==> config.mk <==
export PLATFORM = sky130hd
export DESIGN_NAME = ext_host_port_flat
export DESIGN_NICKNAME = d
export VERILOG_FILES = /design/src/rtl/ext_host_port_if.sv /design/src/rtl/ext_host_port.sv /design/src/flat_wrapper.sv
export SDC_FILE = /design/constraint.sdc
export NUM_CORES = 1
export LEC_CHECK = 0
export CAP_MARGIN = 15
export CORE_UTILIZATION = 50
export DETAILED_ROUTE_END_ITERATION = 8
export DONT_BUFFER_PORTS = 1
export MAX_ROUTING_LAYER = met4
export SYNTH_ARGS = -nofsm -noshare
export SYNTH_HDL_FRONTEND = slang
export SYNTH_SLANG_ARGS = --single-unit
==> constraint.sdc <==
create_clock -name clock -period 18.65 [get_ports clock]
set_clock_uncertainty 0.1 [all_clocks]
set_input_delay 4.6625 -clock clock [delete_from_list [all_inputs] [get_ports clock]]
set_output_delay 4.6625 -clock clock [all_outputs]
set_load 0.05 [all_outputs]
==> src/rtl/ext_host_port_if.sv <==
// Host byte-stream handshake plus inst/data RAM and register debug ports for ext_host_port.
// master = command engine side, slave = host link and GPU core side.
interface ext_host_port_if #(
  parameter int ADDRESS_WIDTH = 16
);
  logic [7:0]               in_data;
  logic                     in_valid;
  logic                     in_ready;
  logic [7:0]               out_data;
  logic                     out_valid;
  logic                     out_ready;
  logic [ADDRESS_WIDTH-1:0] inst_ext_address;
  logic                     inst_ext_write;
  logic [31:0]              inst_ext_in_data;
  logic [31:0]              inst_ext_out_data;
  logic [ADDRESS_WIDTH-1:0] data_ext_address;
  logic                     data_ext_write;
  logic [31:0]              data_ext_in_data;
  logic [31:0]              data_ext_out_data;
  logic [4:0]               reg_ext_address;
  logic                     reg_ext_read;
  logic [31:0]              reg_ext_out_data;

  modport master (
    input  in_data, in_valid, out_ready,
           inst_ext_out_data, data_ext_out_data, reg_ext_out_data,
    output in_ready, out_data, out_valid,
           inst_ext_address, inst_ext_write, inst_ext_in_data,
           data_ext_address, data_ext_write, data_ext_in_data,
           reg_ext_address, reg_ext_read
  );

  modport slave (
    output in_data, in_valid, out_ready,
           inst_ext_out_data, data_ext_out_data, reg_ext_out_data,
    input  in_ready, out_data, out_valid,
           inst_ext_address, inst_ext_write, inst_ext_in_data,
           data_ext_address, data_ext_write, data_ext_in_data,
           reg_ext_address, reg_ext_read
  );
endinterface

==> src/rtl/ext_host_port.sv <==
// Host command engine: parses a byte stream into inst/data RAM and register port transactions.
// Define EXT_HOST_BURST_EN to enable opcode 0x06 (inst RAM burst write).
module ext_host_port #(
  parameter int ADDRESS_WIDTH = 16,
  parameter int READ_LATENCY  = 1
) (
  input  logic            clock,
  input  logic            reset,
  ext_host_port_if.master bus,
  output logic            busy
);

  typedef enum logic [2:0] {IDLE, FIELDS, WRITE, READ_ISSUE, READ_WAIT, RESP} state_t;

  localparam logic [1:0] WAIT_LAST = 2'(READ_LATENCY - 1);

  state_t                   state, state_nx;
  logic [7:0]               opcode;
  logic [2:0]               cnt, need;
  logic [47:0]              fbuf, fnext;
  logic [1:0]               wait_cnt;
  logic [31:0]              resp;
  logic [2:0]               resp_left;
  logic [ADDRESS_WIDTH-1:0] inst_addr, data_addr;
  logic [31:0]              inst_wdata, data_wdata;
  logic [4:0]               reg_addr;
  logic                     accept, known, last_field, burst_more;
  logic                     in_ready_c, out_valid_c, inst_we, data_we, reg_re;

`ifdef EXT_HOST_BURST_EN
  logic        burst_data;
  logic [15:0] burst_left;
  assign burst_more = (opcode == 8'h06) && (burst_left != '0);
`else
  assign burst_more = 1'b0;
`endif

  assign accept     = bus.in_valid && (state == IDLE || state == FIELDS);
  assign last_field = (state == FIELDS) && accept && (cnt == need - 3'd1);

  always_comb begin
    known = 1'b0;
    case (bus.in_data)
      8'h01, 8'h02, 8'h03, 8'h04, 8'h05: known = 1'b1;
`ifdef EXT_HOST_BURST_EN
      8'h06: known = 1'b1;
`endif
      default: known = 1'b0;
    endcase
  end

  always_comb begin
    need = 3'd4;
    case (opcode)
      8'h01, 8'h03: need = 3'd6;
      8'h02, 8'h04: need = 3'd2;
      8'h05:        need = 3'd1;
      default:      need = 3'd4;
    endcase
  end

  always_comb begin
    fnext = fbuf;
    fnext[{cnt, 3'b000} +: 8] = bus.in_data;
  end

  always_ff @(posedge clock or posedge reset) begin
    if (reset) state <= IDLE;
    else       state <= state_nx;
  end

  always_comb begin
    state_nx    = state;
    in_ready_c  = 1'b0;
    out_valid_c = 1'b0;
    inst_we     = 1'b0;
    data_we     = 1'b0;
    reg_re      = 1'b0;
    case (state)
      IDLE: begin
        in_ready_c = 1'b1;
        if (accept) state_nx = known ? FIELDS : RESP;
      end
      FIELDS: begin
        in_ready_c = 1'b1;
        if (last_field) begin
          case (opcode)
            8'h01, 8'h03:        state_nx = WRITE;
            8'h02, 8'h04, 8'h05: state_nx = READ_ISSUE;
`ifdef EXT_HOST_BURST_EN
            // Header phase falls back into FIELDS to collect the first data word.
            8'h06: state_nx = burst_data ? WRITE :
                              (fnext[31:16] == '0) ? RESP : FIELDS;
`endif
            default:             state_nx = RESP;
          endcase
        end
      end
      WRITE: begin
        inst_we  = (opcode == 8'h01) || (opcode == 8'h06);
        data_we  = (opcode == 8'h03);
        state_nx = burst_more ? FIELDS : RESP;
      end
      READ_ISSUE: begin
        reg_re   = (opcode == 8'h05);
        state_nx = READ_WAIT;
      end
      READ_WAIT: begin
        reg_re = (opcode == 8'h05);
        if (wait_cnt == WAIT_LAST) state_nx = RESP;
      end
      RESP: begin
        out_valid_c = 1'b1;
        if (bus.out_ready && resp_left == 3'd1) state_nx = IDLE;
      end
      default: state_nx = IDLE;
    endcase
  end

  always_ff @(posedge clock or posedge reset) begin
    if (reset) begin
      opcode     <= '0;
      cnt        <= '0;
      fbuf       <= '0;
      wait_cnt   <= '0;
      resp       <= '0;
      resp_left  <= '0;
      inst_addr  <= '0;
      data_addr  <= '0;
      inst_wdata <= '0;
      data_wdata <= '0;
      reg_addr   <= '0;
`ifdef EXT_HOST_BURST_EN
      burst_data <= 1'b0;
      burst_left <= '0;
`endif
    end else begin
      case (state)
        IDLE: if (accept) begin
          opcode <= bus.in_data;
          cnt    <= '0;
`ifdef EXT_HOST_BURST_EN
          burst_data <= 1'b0;
`endif
          if (!known) begin
            resp      <= 32'h0000_00EE;
            resp_left <= 3'd1;
          end
        end
        FIELDS: if (accept) begin
          fbuf <= fnext;
          cnt  <= last_field ? 3'd0 : cnt + 3'd1;
          if (last_field) begin
            case (opcode)
              8'h01: begin
                inst_addr  <= ADDRESS_WIDTH'(fnext[15:0]);
                inst_wdata <= fnext[47:16];
              end
              8'h02: inst_addr <= ADDRESS_WIDTH'(fnext[15:0]);
              8'h03: begin
                data_addr  <= ADDRESS_WIDTH'(fnext[15:0]);
                data_wdata <= fnext[47:16];
              end
              8'h04: data_addr <= ADDRESS_WIDTH'(fnext[15:0]);
              8'h05: reg_addr  <= fnext[4:0];
`ifdef EXT_HOST_BURST_EN
              8'h06: begin
                if (!burst_data) begin
                  inst_addr  <= ADDRESS_WIDTH'(fnext[15:0]);
                  burst_left <= fnext[31:16];
                  burst_data <= 1'b1;
                  if (fnext[31:16] == '0) begin
                    resp      <= 32'h0000_00AA;
                    resp_left <= 3'd1;
                  end
                end else begin
                  inst_wdata <= fnext[31:0];
                  burst_left <= burst_left - 16'd1;
                end
              end
`endif
              default: ;
            endcase
          end
        end
        WRITE: begin
          if (burst_more) inst_addr <= inst_addr + ADDRESS_WIDTH'(1);
          else begin
            resp      <= 32'h0000_00AA;
            resp_left <= 3'd1;
          end
        end
        READ_ISSUE: wait_cnt <= '0;
        READ_WAIT: begin
          wait_cnt <= wait_cnt + 2'd1;
          if (wait_cnt == WAIT_LAST) begin
            resp_left <= 3'd4;
            case (opcode)
              8'h02:   resp <= bus.inst_ext_out_data;
              8'h04:   resp <= bus.data_ext_out_data;
              default: resp <= bus.reg_ext_out_data;
            endcase
          end
        end
        RESP: if (bus.out_ready) begin
          resp      <= resp >> 8;
          resp_left <= resp_left - 3'd1;
        end
        default: ;
      endcase
    end
  end

  assign bus.in_ready         = in_ready_c & ~reset;
  assign bus.out_valid        = out_valid_c;
  assign bus.out_data         = resp[7:0];
  assign bus.inst_ext_address = inst_addr;
  assign bus.inst_ext_write   = inst_we;
  assign bus.inst_ext_in_data = inst_wdata;
  assign bus.data_ext_address = data_addr;
  assign bus.data_ext_write   = data_we;
  assign bus.data_ext_in_data = data_wdata;
  assign bus.reg_ext_address  = reg_addr;
  assign bus.reg_ext_read     = reg_re;
  assign busy                 = (state != IDLE);

endmodule
==> src/flat_wrapper.sv <==
// flat-port wrapper written by rule: the top's interface ports become plain ports
module ext_host_port_flat 
#(
  parameter int ADDRESS_WIDTH = 16,
  parameter int READ_LATENCY  = 1
)
  (clock, reset, busy, bus_in_data, bus_in_valid, bus_out_ready, bus_inst_ext_out_data, bus_data_ext_out_data, bus_reg_ext_out_data, bus_in_ready, bus_out_data, bus_out_valid, bus_inst_ext_address, bus_inst_ext_write, bus_inst_ext_in_data, bus_data_ext_address, bus_data_ext_write, bus_data_ext_in_data, bus_reg_ext_address, bus_reg_ext_read);
  ext_host_port_if #(.ADDRESS_WIDTH(ADDRESS_WIDTH)) bus_i ();
  input  logic clock;
  input  logic reset;
  output logic busy;
  input wire logic [$bits(bus_i.in_data)-1:0] bus_in_data;
  input wire logic [$bits(bus_i.in_valid)-1:0] bus_in_valid;
  input wire logic [$bits(bus_i.out_ready)-1:0] bus_out_ready;
  input wire logic [$bits(bus_i.inst_ext_out_data)-1:0] bus_inst_ext_out_data;
  input wire logic [$bits(bus_i.data_ext_out_data)-1:0] bus_data_ext_out_data;
  input wire logic [$bits(bus_i.reg_ext_out_data)-1:0] bus_reg_ext_out_data;
  output wire logic [$bits(bus_i.in_ready)-1:0] bus_in_ready;
  output wire logic [$bits(bus_i.out_data)-1:0] bus_out_data;
  output wire logic [$bits(bus_i.out_valid)-1:0] bus_out_valid;
  output wire logic [$bits(bus_i.inst_ext_address)-1:0] bus_inst_ext_address;
  output wire logic [$bits(bus_i.inst_ext_write)-1:0] bus_inst_ext_write;
  output wire logic [$bits(bus_i.inst_ext_in_data)-1:0] bus_inst_ext_in_data;
  output wire logic [$bits(bus_i.data_ext_address)-1:0] bus_data_ext_address;
  output wire logic [$bits(bus_i.data_ext_write)-1:0] bus_data_ext_write;
  output wire logic [$bits(bus_i.data_ext_in_data)-1:0] bus_data_ext_in_data;
  output wire logic [$bits(bus_i.reg_ext_address)-1:0] bus_reg_ext_address;
  output wire logic [$bits(bus_i.reg_ext_read)-1:0] bus_reg_ext_read;
  assign bus_i.in_data = bus_in_data;
  assign bus_i.in_valid = bus_in_valid;
  assign bus_i.out_ready = bus_out_ready;
  assign bus_i.inst_ext_out_data = bus_inst_ext_out_data;
  assign bus_i.data_ext_out_data = bus_data_ext_out_data;
  assign bus_i.reg_ext_out_data = bus_reg_ext_out_data;
  assign bus_in_ready = bus_i.in_ready;
  assign bus_out_data = bus_i.out_data;
  assign bus_out_valid = bus_i.out_valid;
  assign bus_inst_ext_address = bus_i.inst_ext_address;
  assign bus_inst_ext_write = bus_i.inst_ext_write;
  assign bus_inst_ext_in_data = bus_i.inst_ext_in_data;
  assign bus_data_ext_address = bus_i.data_ext_address;
  assign bus_data_ext_write = bus_i.data_ext_write;
  assign bus_data_ext_in_data = bus_i.data_ext_in_data;
  assign bus_reg_ext_address = bus_i.reg_ext_address;
  assign bus_reg_ext_read = bus_i.reg_ext_read;
  ext_host_port #(.ADDRESS_WIDTH(ADDRESS_WIDTH), .READ_LATENCY(READ_LATENCY)) u_core (.clock(clock), .reset(reset), .bus(bus_i), .busy(busy));
endmodule
# ---- After elaboration in Yosys (flattened, before gate mapping)
# Cells that the tools add are included.
dict set report word_totals {
  ff_bits 200
  word_cells 107
  out_inout_bits 115
}
dict set report classes {
  bitwise_logic 2
  add_sub_neg 5
  muxes 31
  n_eq_ne 25
  reduce_logical 30
  shifts 2
}
# operator count
set ops {}
lappend ops {{32-bit 2-to-1 mux} 4}
lappend ops {{32-bit one-hot mux with 4 select lines} 1}
lappend ops {{32-bit one-hot mux with 2 select lines} 1}
lappend ops {{48-bit bitwise mux} 1}
lappend ops {{8-bit by 8-bit variable shift with 48-bit output, first input constant} 1}
lappend ops {{8-bit by 8-bit indexed part select with 48-bit output} 1}
lappend ops {{8-bit by 3-bit == test with 1-bit output, second input constant} 5}
lappend ops {{3-bit 2-to-1 mux} 12}
lappend ops {{8-bit by 2-bit == test with 1-bit output, second input constant} 4}
lappend ops {{4-bit AND reduction} 6}
lappend ops {{3-bit one-hot mux with 6 select lines} 1}
lappend ops {{8-bit by 1-bit == test with 1-bit output, second input constant} 2}
lappend ops {{3-bit one-hot mux with 2 select lines} 2}
lappend ops {{3-bit one-hot mux with 4 select lines} 1}
lappend ops {{2-bit OR reduction} 6}
lappend ops {{2-bit by 1-bit inequality test with 1-bit output, second input constant} 5}
lappend ops {{3-bit one-hot mux with 3 select lines} 1}
lappend ops {{6-bit negator with 8-bit output} 1}
lappend ops {{3-bit by 1-bit == test with 1-bit output, second input constant} 2}
lappend ops {{3-bit by 2-bit == test with 1-bit output, second input constant} 2}
lappend ops {{3-bit == test, second input constant} 2}
lappend ops {{1-bit 2-to-1 mux} 6}
lappend ops {{3-bit by 1-bit subtractor with 3-bit output, second input constant} 2}
lappend ops {{5-bit AND reduction} 1}
lappend ops {{other kinds (18)} 25}

# ---- Depth between registers and ports, before layout
# Gate-level depths: netlist of the first run.
dict set report logic_depth {
  ltp_word 9
  depth_mapped 14
  ltp_nobuf 9
}

# ---- Worst setup path before layout of the first run
# Ideal clock, no wire load.
dict set report synth_path {
  path_kind {input to output}
  from {in reset}
  to {out bus_in_ready}
  t_required_ns 13.887
  cell_stages 1
  arrival_ns 5.707
  path_slack_ns 8.180
  n_path_buf 0
  cell_sequence {nor3_1}
}
dict set report synth_via {
  elab_chain_cells 2
}
# element line
set synth_lines {}
lappend synth_lines {{start, declared} flat_wrapper.sv:10} ;# input logic reset;
lappend synth_lines {{1-bit inverter} ext_host_port.sv:214} ;# assign bus.in_ready = in_ready_c & ~reset;
lappend synth_lines {{1-bit AND} ext_host_port.sv:214}
lappend synth_lines {{end, declared} flat_wrapper.sv:18} ;# output wire logic [$bits(bus_i.in_ready)-1:0] bus_in_ready;
# Every way passes these cells.

# ---- Final worst setup path of the first run
# Same ends and word-level chain as after synthesis.

==> results of run 1 <==
## sequential cells by signal, summed over array words and instances (netlist names)
register / cells
u_core.opcode: 8
u_core.fbuf: 48
u_core.cnt: 3
u_core.wait_cnt: 2
u_core.bus.inst_ext_in_data: 32
u_core.state: 3
u_core.bus.data_ext_address: 16
u_core.bus.reg_ext_address: 5
u_core.resp_left: 3
u_core.bus.data_ext_in_data: 32
u_core.resp: 32
u_core.bus.inst_ext_address: 16
## kinds of logic (layout without fill, tap and decap cells)
logic type | Yosys count | count (layout) | synth area share [%]
DFF | 200 | 200 | 48.8
xor gates and xnor gates | 5 | 5 | 0.427
buffers and inverters | 98 | 58 | 4.43
muxes | 157 | 157 | 17.6
AOI/OAI and AO/OA | 231 | 231 | 14.3
adders and majority gates | 10 | 10 | 1.22
and+or+nand+nor | 284 | 284 | 13.3
## layer usage
metal	wire length [um]	global-route usage (%)	part of all wire, %	up-vias
met5	0	-	0	-
met4	650	9.47	2.6	0
met3	1380	5.69	5.5	43
met2	11500	36.7	46	187
met1	11600	34.2	46	3568
li1	-	-	-	3435
## worst paths after layout
check / slack [ns] / endpoint / depth (start not counted)
max in group asynchronous: 12.74 / u_core.opcode[2] / 2
min: 0.38 / u_core.resp_left[1] / 2
max: 8.59 / bus_in_ready / 1
min reg2reg: 0.38 / u_core.resp_left[1] / 2
max reg2reg: 14.18 / u_core.bus.inst_ext_address[0] / 10
min in group asynchronous: 4.16 / u_core.resp[6] / 1
## final cells by class
type                            instances  area (sq um)
Fill cell                            1797          9240
Sequential cell                       200          5010
Multi-Input combinational cell        687          4840
Clock buffer                           18           439
Tap cell                              270           338
Clock inverter                         14           153
Timing Repair Buffer                   12          90.1
Inverter                               14          60.1
## power by group through the flow
stage	clock network [W]	registers, W	logic (W)
final	0.000369	0.000711	0.000528
after global routing	0.000394	0.000726	0.000595
after CTS	0.000378	0.000711	0.000531
after detailed placement	0	0.000719	0.000530
after global placement	0	0.000716	0.000521
after floorplan	0	0.000647	0.000488
## metrics by stage
stage	cells	power (W)	utilization, %	setup slack (ns)
floorplan	985	0.00113	-	8.18
global placement	1183	0.00124	51.2	8.60
detailed placement	1183	0.00125	51.2	8.59
CTS	1215	0.00162	54.2	8.59
global route	1215	0.00172	54.2	8.58
finish	1215	0.00161	54.2	8.59
## layout by cell type (no fill, tap or decap), types with 4 or more instances in the layout
cell	n
dfrtp_1	199
mux2_2	145
nand2_1	109
o21ai_0	102
nor2_1	60
a21oi_1	37
nor3_1	29
nand2b_1	19
o31ai_1	18
clkbuf_16	17
o311ai_0	13
a221o_1	13
inv_1	12
nand3_1	12
buf_4	12
a22oi_1	11
mux2_4	10
ha_1	10
and2_1	9
o32a_1	8
nor2b_1	7
nor4_1	6
inv_8	5
o221ai_1	5
nor4b_1	4
o21ai_1	4
nor3_2	4
==> summary.md, run 1 <==
| Metric | Value |
|---|---|
| Most frequent cells after synthesis | 200 x dfrtp_1, 145 x mux2_2, 109 x nand2_1 |
| Slew HR | 28.8% |
| Final number of setup-violating endpoints | 0 |
| Unrepaired setup endpoints after global routing | false |
| Synthesis Warnings | 0 |
| Worst setup path start | reset |
| CTS Sinks | 200 |
| Nets@finish | 1050 |
| CTS buffer count | 17 |
| Clock share of power | 23.0% |
| WL final | 25.1 mm |
| Outcome | finished, final reports clean |
| Post-DP Area | 10300 sq um |
| Worst Hold Class | reg -> reg |
| Dominant cells by area after synthesis | dfrtp_1 49%, mux2_2 16%, o21ai_0 5.0%, nand2_1 4.0%, nor2_1 2.2% |
| Switching Fraction | 42.2% |
| FF-to-FF Start | u_core.opcode[2] |
| Vias in the first global route | 7109 |
| Sw power | 0.000678 W |
| Final hold slack | 0.380 ns |
| Max-Cap Viols | 0 |
| Pwr dens | 147 nW/um^2 |
| Largest net degree at the start of global routing | 124 |
| Leakage power | around 5 nW |
| CP max-delay cell | nor3_2 |
| Most common cell in the synthesized netlist | dfrtp_1 |
| Critical path cell sequence | nor3_2 |
| Critical path class | in -> out |
| Deepest clock path buffer count | 2 |
| Syn Inst Count | 985 |
| Seq pwr share | between 40 and 50% |
| Routed Antenna Nets | 0 |
| IO Pins | 223 |
| Nature of the critical path startpoint | input port |
| EDFF count, synth | 0 |
| Post-synth ARST share | 100% |
| Initial antenna violation count | 0 |
| Hold Crit Start | u_core.resp_left[1] |
| Die span in y | around 150 um |
| Clock latency at the later pin of the worst-skew pair | 0.43 ns |
| First-pass GRT wire length | between 40 and 50 mm |
| Synth Net Count | 1103 |
| GR Util All Layers | 25.1% |
| Slew @ Worst Pin | 1.07 ns |
| Drt initial violations | approximately 370 |
| Total number of vias | between 7000 and 8000 |
| Top_reg_cell synth | dfrtp_1 |
| Starting density of the core | 50.9% |
| Fin crit period | 10.06 ns |
| Hold buffers post-CTS | 0 |
| Max stage delay on crit path | roughly 0.63 ns |
| Cell Int Power | between 0.0009 and 0.001 W |
| Share of layout cells above drive strength 1 | 22.8% |
| Port bufs | 0 |
| CTS H-tree depth | 4 |
| Sequential share of the synthesized area | 48.8% |
| Fmax achieved | 99.4 MHz |
| Chip Width | 145 um |
| Combinational Power Share | between 30 and 40% |
| Number of synthesized register bits | 200 |
| CTS tree | done |
| Post-DR wirelength/cell | 20.7 um |
| Drt drc | 0 |
| Vias/cell | 5.95 |
| Post-Syn Area | a little over 10000 sq um |
| GRT overflow | 0 |
| Core box area | 20200 sq um |
| Cell family with most CP delay | simple AND/OR/NAND/NOR gates |
| Area growth syn-to-layout | 6.51% |
| Postcts setup bufs | 0 |
| WP data required | 13.89 ns |
| Fin crit share | 53.9% |
| GPL Wtd Cong | roughly 0.8 |
| Initial DRT Pass Iterations | 5 |
| CP arrival | 5.30 ns |
| Design area | around 11000 sq um |
| Worst Setup End Kind | primary output |
| Ant diodes | 0 |
| DIE AREA | 21100 sq um |
| Row count | 52 |
| Count of different cell masters after synthesis | 61 |
| Maximum VDD drop | 0.0804 mV |
| Final HPWL DP | 16.8 mm |
| CP max FO | 2 |
| Top cell type by total area after synthesis | dfrtp_1 |
| Pins Over Slew Limit | 0 |
| Clock Tree Root | clkbuf_16 |
| PostCTS Resize Cnt | 0 |
| Mean post-synth cell area | 10.4 sq um |
| CTS clk-pin slew, worst paths | 0.07 ns |
| Synth top area share | 48.8% |
| WP buf/inv | 0 |
| Final hold vios | 0 |
| Setup TNS | 0 ns |
(Power assumes the default switching activity.)
==> run 2: changes to the inputs <==
clock period = 9.95 ns   (was 18.65 ns; I/O delays follow)
==> run 2 against run 1 <==
  * Final cell count did not move
  * Sequential power increased by 86%
  * Design area up 0.40%
  * Critical path type unchanged
  * Global-route usage shrank 0.082 points
  * Die area is the same
  * Setup slack got worse by 4.3 ns
  * Core utilization rose by 0.22 points
  * Highest routed layer unchanged
  * Power is 90% higher
==> summary.md, run 2 (synthesis gave the netlist of run 1 again) <==
| Metric | Value |
|---|---|
| CP max FO | 2 (unchanged) |
| Critical path cell sequence | nor3_2 |
| Maximum VDD drop | 0.145 mV (+81%) |
| Chip Width | 145 um (unchanged) |
| Largest register by flop count | u_core.fbuf |
| Unrepaired setup endpoints after global routing | false |
| Initial antenna violation count | 0 (unchanged) |
| Leakage power | 4.90 nW (+0.40%) |
| DIE AREA | 21100 sq um (unchanged) |
| IO Pins | 223 (unchanged) |
| Final HPWL DP | 16.9 mm (+0.65%) |
| CTS buffer count | 17 (unchanged) |
| Postcts setup bufs | 0 (unchanged) |
| Pwr dens | 279 nW/um^2 (+89%) |
| Initial DRT Pass Iterations | 5 (unchanged) |
| Final hold vios | 0 (unchanged) |
| Total number of vias | 7294 (+0.84%) |
| Fin crit share | between 50% and 60% |
| Worst Setup Slack post-DPL | 4.24 ns (-4.35 ns) |
| Critical path class | in -> out |
| Largest net degree at the start of global routing | 133 (+7.3%) |
| Max stage delay on crit path | 0.63 ns (about the same) |
| Max-Cap Viols | 0 (unchanged) |
| Slew HR | 29.5% (+0.75 points) |
| Largest register FFs | 48 (unchanged) |
| Hold Crit Start | u_core.fbuf[41] |
| Share of layout cells above drive strength 1 | 22.8% (unchanged) |
| Cell family with most CP delay | simple AND/OR/NAND/NOR gates |
| Ant diodes | 0 (unchanged) |
| Clock latency at the later pin of the worst-skew pair | 0.44 ns (about the same) |
| WP data required | 7.36 ns (-6.53 ns) |
| Deepest clock path buffer count | 2 (unchanged) |
| Setup TNS | 0 ns (unchanged) |
| GR Util All Layers | 25.1% (-0.082 points) |
| CTS Sinks | 200 (unchanged) |
| Core box area | 20200 sq um (unchanged) |
| CP max-delay cell | nor3_2 |
| Drt drc | 0 (unchanged) |
| CTS H-tree depth | 4 (unchanged) |
| Worst setup path start | reset |
| Starting density of the core | 50.9% (unchanged) |
| Nature of the critical path startpoint | input port |
| GPL Wtd Cong | 0.797 (-2.1%) |
| Post-DR wirelength/cell | 20.7 um (+0.25%) |
| Clock Tree Root | clkbuf_16 |
| Nets@finish | 1050 (unchanged) |
| Vias/cell | 6.00 (+0.84%) |
| Worst Slack Setup Final | 4.24 ns (-4.35 ns) |
| Hold depth | 2 (unchanged) |
| Final core utilization | 54.4% (+0.22 points) |
| Drt initial violations | 409 (+11%) |
| FF-to-FF Start | u_core.opcode[3] |
| Vias in the first global route | 7116 (+0.098%) |
| WL final | 25.2 mm (+0.25%) |
| Hold buffers post-CTS | 0 (unchanged) |
| Fin crit period | approximately 5.7 ns |
| Row count | 52 (unchanged) |
| Pins Over Slew Limit | 0 (unchanged) |
| Worst Hold Class | reg -> reg |
| First-pass GRT wire length | 40.3 mm (+0.21%) |
| GRT overflow | 0 (unchanged) |
| Leading cell type in the layout, fill and taps excluded | dfrtp_1 |
| Most frequent cells in the layout | 199 x dfrtp_1, 145 x mux2_2, 109 x nand2_1 |
| Fmax achieved | about 180 MHz |
| CP arrival | 3.12 ns (-2.18 ns) |
| Slew @ Worst Pin | 1.06 ns (-0.0113 ns) |
| Port bufs | 0 (unchanged) |
| Worst Setup End Kind | primary output |
| PostCTS Resize Cnt | 0 (unchanged) |
| Die span in y | 145 um (unchanged) |
| FF-to-FF path depth | 9 (-1) |
| CTS clk-pin slew, worst paths | 0.08 ns (about the same) |
| CTS tree | done |
| Critical Path Stages | 1 (unchanged) |
| Routed Antenna Nets | 0 (unchanged) |
| Final number of setup-violating endpoints | 0 (unchanged) |
| WP buf/inv | 0 (unchanged) |
| Area growth syn-to-layout | 6.94% |
| Outcome | finished, final reports clean |
-- run 2: cell count changes in the layout (fill, tap and decap cells not counted), sizes merged --
cell | before | now
clkinv | 5 | 7
clkbuf | 18 | 17
clkinvlp | 2 | 1
inv | 21 | 19
bufinv | 0 | 2
-- run 2: routing by layer --
metal  GRT usage (%)  vias up  part of all wire [%]
met3            5.53       31                   6.2
met5               -        -                     0
met2            37.1      226                    46
met4            7.74        0                   1.9
met1            34.4     3601                    46
li1                -     3436                     -
-- run 2: layout make-up --
class / count / area (sq um)
Clock buffer: 17 / 425
Inverter: 14 / 60.1
Fill cell: 1814 / 9200
Clock inverter: 15 / 210
Multi-Input combinational cell: 687 / 4840
Timing Repair Buffer: 12 / 90.1
Tap cell: 270 / 338
Sequential cell: 200 / 5010
-- run 2: worst paths after layout --
kind | endpoint | slack [ns]
max in group asynchronous | u_core.fbuf[45] | 6.28
min in group asynchronous | u_core.resp[6] | 2.01
min reg2reg | u_core.fbuf[41] | 0.38
min | u_core.fbuf[41] | 0.38
max reg2reg | u_core.bus.inst_ext_address[3] | 5.69
max | bus_in_ready | 4.24
-- run 2: through the flow --
| step | hold WS (ns) | instances | power (W) | area, sq um |
|---|---|---|---|---|
| CTS | 0.385 | 1215 | 0.00308 | 11000 |
| global route | 0.409 | 1215 | 0.00326 | 11000 |
| detailed placement | 0.368 | 1183 | 0.00234 | 10300 |
| global placement | 0.361 | 1183 | 0.00232 | 10300 |
| floorplan | 0.346 | 985 | 0.00213 | 10300 |
| finish | 0.379 | 1215 | 0.00306 | 11000 |
-- run 2: power breakdown --
part	internal, W	switching (W)
sequential	0.000996	0.000328
clock	0.000388	0.000348
combinational	0.000403	0.000596
==> run 3: changes to the inputs <==
ABC_AREA = 1   (was unset)
PLACE_DENSITY = 0.68   (was unset)
clock period = 4.82 ns   (was 9.95 ns; I/O delays follow)
==> run 3 against run 2 <==
  * Flip-flop and latch count stayed put
  * Global-route usage is 0.53 points higher
  * First-iteration DRC count is 66% higher
  * Power is 97% higher
  * Combinational power is 100% higher
  * Final cell count is 30% higher
  * Critical path depth is 15 higher
  * Core utilization is 0.88 points higher
  * Worst hold slack better by 0.0044 ns
  * Non-clock buffer count is 5 higher
==> summary.md, run 3 <==
| Metric | Value |
|---|---|
| Outcome | finished, final reports clean |
| Seq pwr share | 40.9% (-2.4 points) |
| Drt drc | 0 (unchanged) |
| CP Capture Point | u_core.bus.data_ext_address[0] |
| First-pass GRT wire length | 39.5 mm (-1.9%) |
| Setup TNS | 0 ns (unchanged) |
| Post-DR wirelength/cell | 15.9 um (-23%) |
| Dominant cells by area after synthesis | dfrtp_1 50%, nand2_1 21%, o21ai_0 8.2%, inv_1 3.7%, o21ai_1 2.7% |
| WP data required | 5.09 ns (-2.27 ns) |
| Most frequent cells in the layout | 563 x nand2_1, 200 x dfrtp_1, 165 x o21ai_0 |
| Metal2 WL | 11.4 mm (-0.84%) |
| Count of different cell masters after synthesis | 31 (-49%) |
| Critical Path Stages | 16 (+15) |
| Chip Width | 144 um (-1.2%) |
| Clock latency at the later pin of the worst-skew pair | 0.44 ns (about the same) |
| Drt initial violations | 679 (+66%) |
| Area growth syn-to-layout | 7.74% |
| Syn Inst Count | 1336 (+36%) |
| Largest net degree at the start of global routing | 83 (-38%) |
| Total number of vias | 8324 (+14%) |
| Post-synth ARST share | 100% (unchanged) |
| Pwr dens | 558 nW/um^2 (+100%) |
| Final number of setup-violating endpoints | 0 (unchanged) |
| Largest register FFs | 48 (unchanged) |
| Fillers | 1919 (+5.8%) |
| Port bufs | 0 (unchanged) |
| Slew @ Worst Pin | 0.975 ns (-0.0862 ns) |
| Sequential share of the synthesized area | 50.0% (+1.2 points) |
| Most common cell in the synthesized netlist | nand2_1 |
| Largest register by flop count | u_core.fbuf |
| WP buf/inv | 2 (+2) |
| Hold buffers post-CTS | 0 (unchanged) |
| Top_reg_cell synth | dfrtp_1 |
| GR Util All Layers | 25.6% (+0.53 points) |
| Maximum VDD drop | 0.284 mV (+96%) |
| Leading cell type in the layout, fill and taps excluded | nand2_1 |
| CP max-delay cell | buf_4 |
| Routed Antenna Nets | 0 (unchanged) |
| Synth top area share | 50.0% (+1.2 points) |
| Deepest clock path buffer count | 2 (unchanged) |
| FF-to-FF path depth | 16 (+7) |
| Vias/cell | 5.29 (-12%) |
| Fin crit share | 76.1% |
| Critical path cell sequence | inv_1, nand2_1, nor2_1, nand2_1, nand2_2, nor3_1, ha_1, xnor2_1, nor2_1, nand2_1, nor2_2, nand3_4, buf_4, nor2_4, nand2_1, nand2_1 |
| Clock share of power | 25.6% (+1.5 points) |
| PostCTS Resize Cnt | 0 (unchanged) |
| Vias in the first global route | 7357 (+3.4%) |
| Hold Crit Start | u_core.fbuf[37] |
| Uppermost layer routed | met4 |
| Unrepaired setup endpoints after global routing | false |
| Row count | 51 (-1.9%) |
| WL final | 25.0 mm (-0.58%) |
| Switching Fraction | 43.3% (+1.7 points) |
| CTS H-tree depth | 4 (unchanged) |
| GPL Wtd Cong | 0.863 (+8.2%) |
| Register area | 5000 sq um (about the same) |
| Final HPWL DP | 17.1 mm (+1.1%) |
| Worst Setup End Kind | register |
| Clock Tree Root | clkbuf_16 |
| Fin crit period | 3.67 ns |
| Most frequent cells after synthesis | 563 x nand2_1, 200 x dfrtp_1, 165 x o21ai_0 |
| Max stage delay on crit path | 0.48 ns (-0.15 ns) |
| Detailed-routed wire length on met3 | 1.78 mm (+14%) |
| Synthesis Warnings | 0 (unchanged) |
| Top cell type by total area after synthesis | dfrtp_1 |
| CTS clk-pin slew, worst paths | 0.08 ns (about the same) |
| CP arrival | 3.94 ns (+0.82 ns) |
| Leakage power | 5.65 nW (+15%) |
| EDFF count, synth | 0 (unchanged) |
| Initial antenna violation count | 0 (unchanged) |
| Cell family with most CP delay | simple AND/OR/NAND/NOR gates |
| M1 WL | 11.6 mm (about the same) |
| FF-to-FF Start | u_core.opcode[5] |
| Initial DRT Pass Iterations | 5 (unchanged) |
| GRT overflow | 0 (unchanged) |
| Combinational Power Share | 33.5% (+0.9 points) |
| Post-Syn Area | 10000 sq um (-2.4%) |
| Worst setup path start | u_core.opcode[5] |
| Most used cell, CP | nand2_1 |
| IO Pins | 223 (unchanged) |
| Worst Hold Class | reg -> reg |
| Ant diodes | 0 (unchanged) |
| Cell Int Power | 0.00342 W (+91%) |
| Pins Over Slew Limit | 0 (unchanged) |
| Share of layout cells above drive strength 1 | 5.73% (-17 points) |
| Reg-to-reg critical path endpoint | u_core.bus.data_ext_address[0] |
| Total power | 0.00603 W (+97%) |
| CTS Sinks | 200 (unchanged) |
| Die span in y | 144 um (-1.2%) |
| Synth Net Count | 1454 (+32%) |
| Final hold vios | 0 (unchanged) |
| Core box area | 19500 sq um (-3.2%) |
| Max-Cap Viols | 0 (unchanged) |
| Nature of the critical path startpoint | register |
| CTS tree | done |
| CTS buffer count | 17 (unchanged) |
| Number of synthesized register bits | 200 (unchanged) |
| Slew HR | 34.9% (+5.4 points) |
| Critical path class | reg -> reg |
| Mean post-synth cell area | 7.50 sq um (-28%) |
| Nets@finish | 1415 (+35%) |
| Sw power | 0.00261 W (+110%) |
| Worst reg2reg setup slack | 1.15 ns (-4.54 ns) |
| Starting density of the core | 51.3% (+0.43 points) |
| CP max FO | 82 (+80) |
| DIE AREA | 20600 sq um (-2.3%) |
| Postcts setup bufs | 0 (unchanged) |
| Fmax achieved | 273 MHz |
| Area of the multi-input gates | 4250 sq um (-12%) |
==> run 3: cell count changes after synthesis, sizes merged, moves of 18 or more <==
cell    change
nand2b     -19
o21ai     +113
mux2      -156
nor3       -27
nand2     +456
inv        +87
o31ai      -18
nand3      +23
==> run 3: routing by layer <==
layer | vias up | global-route usage (%)
met5 | - | -
met4 | 0 | 6.05
met3 | 17 | 6.63
met2 | 218 | 36.4
met1 | 3941 | 36.4
li1 | 4148 | -
==> run 3: power groups by stage <==
stage | Sequential, W | Combinational (W) | Clock, W
5_1_grt | 0.00251 | 0.00232 | 0.00163
2_1_floorplan | 0.00233 | 0.00171 | 0
3_5_place_dp | 0.00250 | 0.00199 | 0
4_1_cts | 0.00247 | 0.00201 | 0.00157
6_report | 0.00247 | 0.00202 | 0.00154
3_3_place_gp | 0.00249 | 0.00196 | 0
==> run 3: per-stage QoR <==
step	std cells	setup WS [ns]	instance area, sq um	hold slack (ns)	utilization [%]
2_1_floorplan	1336	0.927	10000	0.349	-
3_3_place_gp	1542	1.33	10100	0.362	51.9
5_1_grt	1575	0.871	10800	0.398	55.3
3_5_place_dp	1542	1.18	10100	0.365	51.9
4_1_cts	1574	1.17	10800	0.385	55.2
6_report	1575	1.15	10800	0.383	55.3
==> run 3: worst register-to-register path: stages (launching register included) <==
cell,delay (ns)
dfrtp_1,0.40
inv_1,0.06
nand2_1,0.05
nor2_1,0.22
nand2_1,0.14
nand2_2,0.31
nor3_1,0.09
ha_1,0.30
xnor2_1,0.13
nor2_1,0.10
nand2_1,0.07
nor2_2,0.12
nand3_4,0.31
buf_4,0.49
nor2_4,0.51
nand2_1,0.10
nand2_1,0.10
==> run 3: kinds of logic (layout without fill, tap and decap cells) <==
| family | count (synthesis) | count (layout) | share of synthesized area (%) |
|---|---|---|---|
| compound gates | 248 | 248 | 12.6 |
| xor+xnor | 3 | 3 | 0.262 |
| fa+ha+maj | 10 | 10 | 1.25 |
| buf+inv | 178 | 152 | 7.77 |
| flops | 200 | 200 | 50.0 |
| simple gates | 697 | 697 | 28.2 |
==> run 3: how the worst min path moves through the flow <==
stage | to | cells past startpoint
2_1_floorplan | u_core.resp[12] | 2
3_3_place_gp | u_core.resp[14] | 2
3_5_place_dp | u_core.fbuf[37] | 2
4_1_cts | u_core.resp[19] | 2
5_1_grt | u_core.fbuf[35] | 2
6_report | u_core.fbuf[37] | 2
==> run 3: cell type report <==
cell class                      instances  share of cell area (%)
Multi-Input combinational cell        958                    39.4
Inverter                              103                    3.62
Timing Repair Buffer                   17                    1.65
Tap cell                              265                    3.07
Clock buffer                           17                    3.94
Clock inverter                         15                    1.99
Sequential cell                       200                    46.4
